`config.mk`:
```
export PLATFORM = sky130hd
export DESIGN_NAME = eth_header_builder
export DESIGN_NICKNAME = d
export VERILOG_FILES = /design/src/rtl/eth_parser_pkg.sv /design/src/rtl/eth_hdr_byte_sel.sv /design/src/rtl/eth_header_builder.sv
export SDC_FILE = /design/constraint.sdc
export NUM_CORES = 1
export LEC_CHECK = 0
export CAP_MARGIN = 10
export CORE_MARGIN = 1.5
export CORE_UTILIZATION = 45
export CTS_BUF_LIST = sky130_fd_sc_hd__clkbuf_2 sky130_fd_sc_hd__clkbuf_4 sky130_fd_sc_hd__clkbuf_8
export CTS_CLUSTER_DIAMETER = 30
export DETAILED_ROUTE_END_ITERATION = 8
export GPL_TIMING_DRIVEN = 0
export PLACE_DENSITY = 0.88
export SYNTH_ARGS = -nofsm -noshare
export SYNTH_HDL_FRONTEND = slang
export SYNTH_SLANG_ARGS = --single-unit
export TNS_END_PERCENT = 5
```
`constraint.sdc`:
```
create_clock -name clk -period 4.9 [get_ports clk]
set_clock_uncertainty 0.15 [all_clocks]
set_input_delay 1.225 -clock clk [delete_from_list [all_inputs] [get_ports clk]]
set_output_delay 1.225 -clock clk [all_outputs]
set_load 0.01 [all_outputs]
```
`src/rtl/eth_parser_pkg.sv`:
```
// Shared Ethernet L2 types for the receive parser and transmit header builder.
package eth_parser_pkg;

  typedef logic [47:0] mac_addr_t;
  typedef logic [15:0] ethertype_t;

  typedef struct packed {
    mac_addr_t  dest_mac;
    mac_addr_t  src_mac;
    logic       vlan_present;
    logic [11:0] vlan_id;
    ethertype_t ethertype;
    logic [4:0] l2_header_len;
    logic       is_ipv4;
    logic       is_ipv6;
    logic       is_arp;
  } eth_metadata_t;

  localparam logic [15:0] ETH_TPID_VLAN    = 16'h8100;
  localparam logic [4:0]  ETH_HDR_LEN      = 5'd14;
  localparam logic [4:0]  ETH_VLAN_HDR_LEN = 5'd18;

  typedef enum logic [1:0] {IDLE, HDR, PAYLOAD} eth_tx_state_t;

  function automatic logic [4:0] eth_hdr_len(input logic vlan);
    return vlan ? ETH_VLAN_HDR_LEN : ETH_HDR_LEN;
  endfunction

endpackage

```
`src/rtl/eth_hdr_byte_sel.sv`:
```
// Combinational header byte select: maps the captured descriptor and byte index
// to the L2 header byte (dest MAC, src MAC, optional 802.1Q tag, ethertype).
module eth_hdr_byte_sel
  import eth_parser_pkg::*;
(
  input  mac_addr_t   dest_mac_i,
  input  mac_addr_t   src_mac_i,
  input  logic        vlan_i,
  input  logic [11:0] vlan_id_i,
  input  ethertype_t  ethertype_i,
  input  logic [4:0]  byte_idx_i,
  output logic [7:0]  byte_o
);

  always_comb begin
    byte_o = '0;
    case (byte_idx_i)
      5'd0:  byte_o = dest_mac_i[47:40];
      5'd1:  byte_o = dest_mac_i[39:32];
      5'd2:  byte_o = dest_mac_i[31:24];
      5'd3:  byte_o = dest_mac_i[23:16];
      5'd4:  byte_o = dest_mac_i[15:8];
      5'd5:  byte_o = dest_mac_i[7:0];
      5'd6:  byte_o = src_mac_i[47:40];
      5'd7:  byte_o = src_mac_i[39:32];
      5'd8:  byte_o = src_mac_i[31:24];
      5'd9:  byte_o = src_mac_i[23:16];
      5'd10: byte_o = src_mac_i[15:8];
      5'd11: byte_o = src_mac_i[7:0];
      // Untagged frames put the ethertype at 12/13; tagged frames shift it to 16/17.
      5'd12: byte_o = vlan_i ? ETH_TPID_VLAN[15:8] : ethertype_i[15:8];
      5'd13: byte_o = vlan_i ? ETH_TPID_VLAN[7:0]  : ethertype_i[7:0];
      5'd14: byte_o = vlan_i ? {4'b0000, vlan_id_i[11:8]} : '0;
      5'd15: byte_o = vlan_i ? vlan_id_i[7:0] : '0;
      5'd16: byte_o = vlan_i ? ethertype_i[15:8] : '0;
      5'd17: byte_o = vlan_i ? ethertype_i[7:0]  : '0;
      default: byte_o = '0;
    endcase
  end

endmodule

```
`src/rtl/eth_header_builder.sv`:
```
// Ethernet transmit header builder: serializes the L2 header from a descriptor,
// then passes payload through. Define ETH_TX_VLAN_EN to enable 802.1Q tag insertion.
module eth_header_builder
  import eth_parser_pkg::*;
(
  input  logic          clk,
  input  logic          rst,
  input  eth_metadata_t metadata,
  input  logic          metadata_valid,
  output logic          metadata_ready,
  input  logic [7:0]    pl_data,
  input  logic          pl_valid,
  input  logic          pl_last,
  output logic          pl_ready,
  output logic [7:0]    tx_data,
  output logic          tx_valid,
  input  logic          tx_ready,
  output logic          tx_sof,
  output logic          tx_last,
  output logic          hdr_len_err,
  output logic [15:0]   frames_sent
);

  eth_tx_state_t state_q, state_d;
  logic [4:0]    byte_idx_q, byte_idx_d;
  logic [15:0]   frames_q, frames_d;
  mac_addr_t     dest_q, src_q;
  ethertype_t    ethertype_q;
  logic          vlan_q;
  logic [11:0]   vlan_id_q;
  logic          hdr_len_err_q;
  logic          vlan_in, capture, unused_meta;
  logic [4:0]    last_idx;
  logic [7:0]    hdr_byte;

`ifdef ETH_TX_VLAN_EN
  assign vlan_in     = metadata.vlan_present;
  assign unused_meta = ^{metadata.is_ipv4, metadata.is_ipv6, metadata.is_arp};
`else
  assign vlan_in     = 1'b0;
  assign unused_meta = ^{metadata.vlan_present, metadata.is_ipv4, metadata.is_ipv6, metadata.is_arp};
`endif

  assign metadata_ready = (state_q == IDLE) & ~rst;
  assign capture        = metadata_ready & metadata_valid;
  assign last_idx       = eth_hdr_len(vlan_q) - 5'd1;
  assign tx_sof         = (state_q == HDR) & (byte_idx_q == 5'd0);
  assign hdr_len_err    = hdr_len_err_q;
  assign frames_sent    = frames_q;

  eth_hdr_byte_sel u_byte_sel (
    .dest_mac_i  (dest_q),
    .src_mac_i   (src_q),
    .vlan_i      (vlan_q),
    .vlan_id_i   (vlan_id_q),
    .ethertype_i (ethertype_q),
    .byte_idx_i  (byte_idx_q),
    .byte_o      (hdr_byte)
  );

  always_comb begin
    state_d    = state_q;
    byte_idx_d = byte_idx_q;
    frames_d   = frames_q;
    tx_valid   = 1'b0;
    tx_data    = '0;
    tx_last    = 1'b0;
    pl_ready   = 1'b0;
    case (state_q)
      IDLE: begin
        if (capture) begin
          state_d    = HDR;
          byte_idx_d = '0;
        end
      end
      HDR: begin
        tx_valid = 1'b1;
        tx_data  = hdr_byte;
        if (tx_ready) begin
          byte_idx_d = byte_idx_q + 5'd1;
          if (byte_idx_q == last_idx) state_d = PAYLOAD;
        end
      end
      PAYLOAD: begin
        tx_valid = pl_valid;
        tx_data  = pl_data;
        tx_last  = pl_last & pl_valid;
        pl_ready = tx_ready;
        if (pl_valid & tx_ready & pl_last) begin
          frames_d = frames_q + 16'd1;
          state_d  = IDLE;
        end
      end
      default: state_d = IDLE;
    endcase
  end

  always_ff @(posedge clk or posedge rst) begin
    if (rst) begin
      state_q       <= IDLE;
      byte_idx_q    <= '0;
      frames_q      <= '0;
      dest_q        <= '0;
      src_q         <= '0;
      ethertype_q   <= '0;
      vlan_q        <= 1'b0;
      vlan_id_q     <= '0;
      hdr_len_err_q <= 1'b0;
    end else begin
      state_q       <= state_d;
      byte_idx_q    <= byte_idx_d;
      frames_q      <= frames_d;
      // The check uses the computed length; the header itself never follows l2_header_len.
      hdr_len_err_q <= capture & (metadata.l2_header_len != eth_hdr_len(vlan_in));
      if (capture) begin
        dest_q      <= metadata.dest_mac;
        src_q       <= metadata.src_mac;
        ethertype_q <= metadata.ethertype;
        vlan_q      <= vlan_in;
        vlan_id_q   <= metadata.vlan_id;
      end
    end
  end

endmodule
```
==> impl_summary.log, run 1 <==
[metrics] Antenna Violating Nets Remaining: 0
[metrics] number of instances in the synthesized netlist: 748
[metrics] CTS Buf Count: 17
[metrics] number of antenna violations at the first check in global routing: 0
[metrics] number of hold-repair buffers added at the cts stage: 0
[metrics] growth of design area from synthesis to finish: 35.4%
[metrics] synthesized netlist net count: 904
[metrics] Pwr per Cell Area: 537 nW/um^2
[metrics] Async S/R FF share, synth: 100%
[metrics] layout cell share with drive strength beyond 1: 7.55%
[metrics] layout net count: 1085
[metrics] Total Neg Setup Slack: 0 ps
[metrics] cell area after placement: 8490 um^2
[metrics] Synth cell types: 54
[metrics] static leakage: 4.24 nW
[metrics] detailed-route via count: 6119
[metrics] Max Used Layer: met4
[metrics] Yosys Warn Count: 0
[metrics] Post-Syn Area: 6600 um^2
[metrics] final hold viol count: 0
[metrics] start-to-end type of the worst setup path: reg -> out
[metrics] count of final setup violators: 0
[metrics] maximum vdd ir drop: 0.000315 V
[metrics] clk_lat worst skew: 470 ps
[metrics] iteration count of the initial detailed-routing pass: 6
[metrics] required time of the critical path: 3520 ps
[metrics] arrival time reported for the critical path endpoint: 3400 ps
[metrics] result of the run: complete, no violations
[metrics] ys flop type: sky130_fd_sc_hd__dfrtp_1
[metrics] setup repair after global routing missed its margin: false
[metrics] Final Max Slew Viols: 0
[metrics] basic-gate share of the synthesized area counting and, or, nand and nor cells: 27.4%
[metrics] final critical delay including setup and external delays: 4780 ps
[metrics] combinational family with the most area after synthesis: simple AND/OR/NAND/NOR gates
[metrics] number of DRC markers after the initial detailed-route iteration: 547
[metrics] initial cell density of the core: 45.8%
[metrics] overflow left after global routing: 0
[metrics] overall die area: 15400 um^2
[metrics] Hold Crit Depth: 1
[metrics] total DRC errors in the routed layout: 0
[metrics] synthesized-area fraction occupied by xor and xnor cells: 1.99%
[metrics] DRT Wirelength: 20.2 mm
[metrics] vias in the first global route: 5849
[metrics] routed length per instance: 17.9 um
[metrics] cells on worst reg2reg path: 8
[metrics] maximum number of pins on one net before global-route repair: 44
[metrics] clock tree from TritonCTS: done
[metrics] quantity of I/O buffers inserted on ports: 159
[metrics] detailed route wirelength on metal2: 9.71 mm
[metrics] htree depth: 4
[metrics] number of sinks handled by clock tree synthesis: 136
[metrics] maximum count of clock buffers along a single path: 2
[metrics] adder and majority cell fraction of the synthesized area: 1.71%
[metrics] sum of routed wire segments on met1: 8.22 mm
[metrics] Chip Height: 124 um
[metrics] root buffer selected by CTS: sky130_fd_sc_hd__clkbuf_8
[metrics] clock-pin slew reported for the worst setup and hold paths after clock tree synthesis: 80 ps
[metrics] capturing element type of the critical path: output port
[metrics] met3 wire length: 1.55 mm
[metrics] Vias per Instance: 5.44
[metrics] share of synthesized area occupied by flip-flops and latches: 51.5%
[metrics] MaxCap Viol Count: 0
[metrics] post-CTS setup buffers: 0
[metrics] Tcrit/Tclk final: 97.5%
[metrics] worst slew pin tran: 663 ps
[metrics] mux cell area share after synthesis: 6.12%
[metrics] worst min path class: reg -> reg
[metrics] Rows: 44
[metrics] core outline area: 14400 um^2
[metrics] Synth Area in Compound Gates: 7.64%
[metrics] number of enable-type register cells in the synthesized netlist: 0
[metrics] Resized Gates After CTS: 0
[metrics] number of synthesized register bits: 136
[metrics] maximum operating frequency: 209 MHz
[metrics] average footprint of a synthesized cell: 8.83 um^2
[metrics] fin area: 8940 um^2
[metrics] diodes inserted: 0
[metrics] hpwl dp: 15.0 mm
[metrics] Startpoint Class: flop
[metrics] worst-path maximum fanout: 10
[metrics] worst slew margin relative to its limit: 55.8%
[metrics] horizontal die dimension: 124 um
[metrics] Top Ports: 177
[metrics] wire length of the first global-routing pass: 31.0 mm
[metrics] overall track demand over capacity in global routing: 27.4%
[metrics] global placer's final weighted congestion: 0.932
-- area by class of cell --
type	count	area [um^2]
repair buffers	162	1650
plain buffers	42	185
fillers	1203	5480
multi-input cells	556	2980
well taps	184	230
clock buffers	19	262
clock inverters	11	171
flip-flops and latches	136	3400
inverters	14	56.3
-- through the flow --
| step | hold slack, ps | utilization, % | total power, mW | cells | setup WS, ps |
|---|---|---|---|---|---|
| after detailed placement | 309 | 58.9 | 3.73 | 1094 | 549 |
| after floorplan | 286 | - | 3.00 | 748 | 1630 |
| final | 327 | 62.0 | 4.80 | 1124 | 123 |
| after global placement | 303 | 58.4 | 3.64 | 1091 | 550 |
| after CTS | 328 | 61.9 | 4.76 | 1124 | 11.2 |
| after global routing | 347 | 62.0 | 5.08 | 1124 | 21.4 |
-- layout by cell type, fill, tap and decap left out, drive strengths merged, types with 5 or more instances in the layout --
cell type,netlist,final
a21oi,12,12
mux2i,19,19
mux2,11,11
o22ai,5,5
nand3b,11,11
clkbuf,19,38
nand2,354,354
ha,9,9
o21ai,6,6
a32oi,5,5
xnor2,6,6
a221oi,7,7
xor2,9,9
a22oi,7,7
nand4,5,5
dfrtp,136,136
buf,23,26
o32ai,6,6
inv,14,15
nor3,8,8
a22o,6,6
nor2,15,15
nand3,7,7
clkdlybuf4s50,0,159
-- registers in the layout, indices dropped and copies added (netlist names) --
signal	count
hdr_len_err	1
src_q	48
byte_idx_q	5
ethertype_q	16
frames_sent	16
dest_q	48
state_q	2
-- kinds of logic after synthesis --
kind of cell / Yosys count
muxes: 34
adders and majority gates: 9
xor gates and xnor gates: 15
buffers and inverters: 56
and+or+nand+nor: 430
AOI/OAI and AO/OA: 68
DFF: 136
-- path summary, 6_finish.rpt --
check                                     start               to  slack (ps)
worst max-delay path              byte_idx_q[1]       tx_data[3]         120
worst min-delay path            frames_sent[15]  frames_sent[15]         330
worst max register to register       state_q[0]        dest_q[2]        2240
worst min register to register  frames_sent[15]  frames_sent[15]         330
max in group asynchronous                   rst  ethertype_q[12]        2790
min in group asynchronous                   rst  frames_sent[11]        1000
-- metal layers --
layer / vias to the layer above / global-route usage (%)
li1: 2836 / -
met4: 0 / 11.9
met1: 2932 / 35.1
met5: - / 0
met2: 297 / 44.6
met3: 54 / 6.18
-- where the power goes --
part	internal, mW	leakage [nW]	switching [mW]
logic	0.807	2.31	1.07
clock network	0.577	0.214	0.447
registers	1.58	1.72	0.314
-- worst max-delay path: stages (launching register included) --
cell	delay [ps]
sky130_fd_sc_hd__dfrtp_1	430
sky130_fd_sc_hd__inv_1	130
sky130_fd_sc_hd__ha_1	160
sky130_fd_sc_hd__clkbuf_1	460
sky130_fd_sc_hd__nand2_1	230
sky130_fd_sc_hd__nor3_2	380
sky130_fd_sc_hd__a221oi_1	250
sky130_fd_sc_hd__a32oi_1	300
sky130_fd_sc_hd__clkdlybuf4s50_1	580
-- Yosys cell counts, types with 3 or more instances --
cell type	n	share of area [%]
sky130_fd_sc_hd__a21oi_1	12	0.91
sky130_fd_sc_hd__a221oi_1	7	0.93
sky130_fd_sc_hd__a22o_1	6	0.80
sky130_fd_sc_hd__a22oi_1	7	0.80
sky130_fd_sc_hd__a32oi_1	5	0.66
sky130_fd_sc_hd__and2_1	4	0.38
sky130_fd_sc_hd__and3_1	4	0.38
sky130_fd_sc_hd__buf_1	5	0.28
sky130_fd_sc_hd__buf_2	16	1.2
sky130_fd_sc_hd__clkbuf_1	19	1.1
sky130_fd_sc_hd__dfrtp_1	136	52
sky130_fd_sc_hd__ha_1	9	1.7
sky130_fd_sc_hd__inv_1	14	0.80
sky130_fd_sc_hd__mux2_2	9	1.5
sky130_fd_sc_hd__mux2i_1	19	2.9
sky130_fd_sc_hd__mux4_2	4	1.4
sky130_fd_sc_hd__nand2_1	354	20
sky130_fd_sc_hd__nand2b_1	4	0.38
sky130_fd_sc_hd__nand3_1	7	0.53
sky130_fd_sc_hd__nand3b_1	11	1.3
sky130_fd_sc_hd__nand4_1	5	0.47
sky130_fd_sc_hd__nor2_1	15	0.85
sky130_fd_sc_hd__nor3_1	8	0.61
sky130_fd_sc_hd__o21ai_0	4	0.30
sky130_fd_sc_hd__o22ai_1	5	0.47
sky130_fd_sc_hd__o32ai_1	6	0.80
sky130_fd_sc_hd__or3b_1	3	0.40
sky130_fd_sc_hd__xnor2_1	6	0.80
sky130_fd_sc_hd__xor2_1	9	1.2
(Power assumes the default switching activity.)
==> run 2, diff against run 1 <==
HOLD_SLACK_MARGIN = 0.03   (was default)
==> results of run 2 <==
No change in the layout: final DEF, timing and power equal those of run 1.
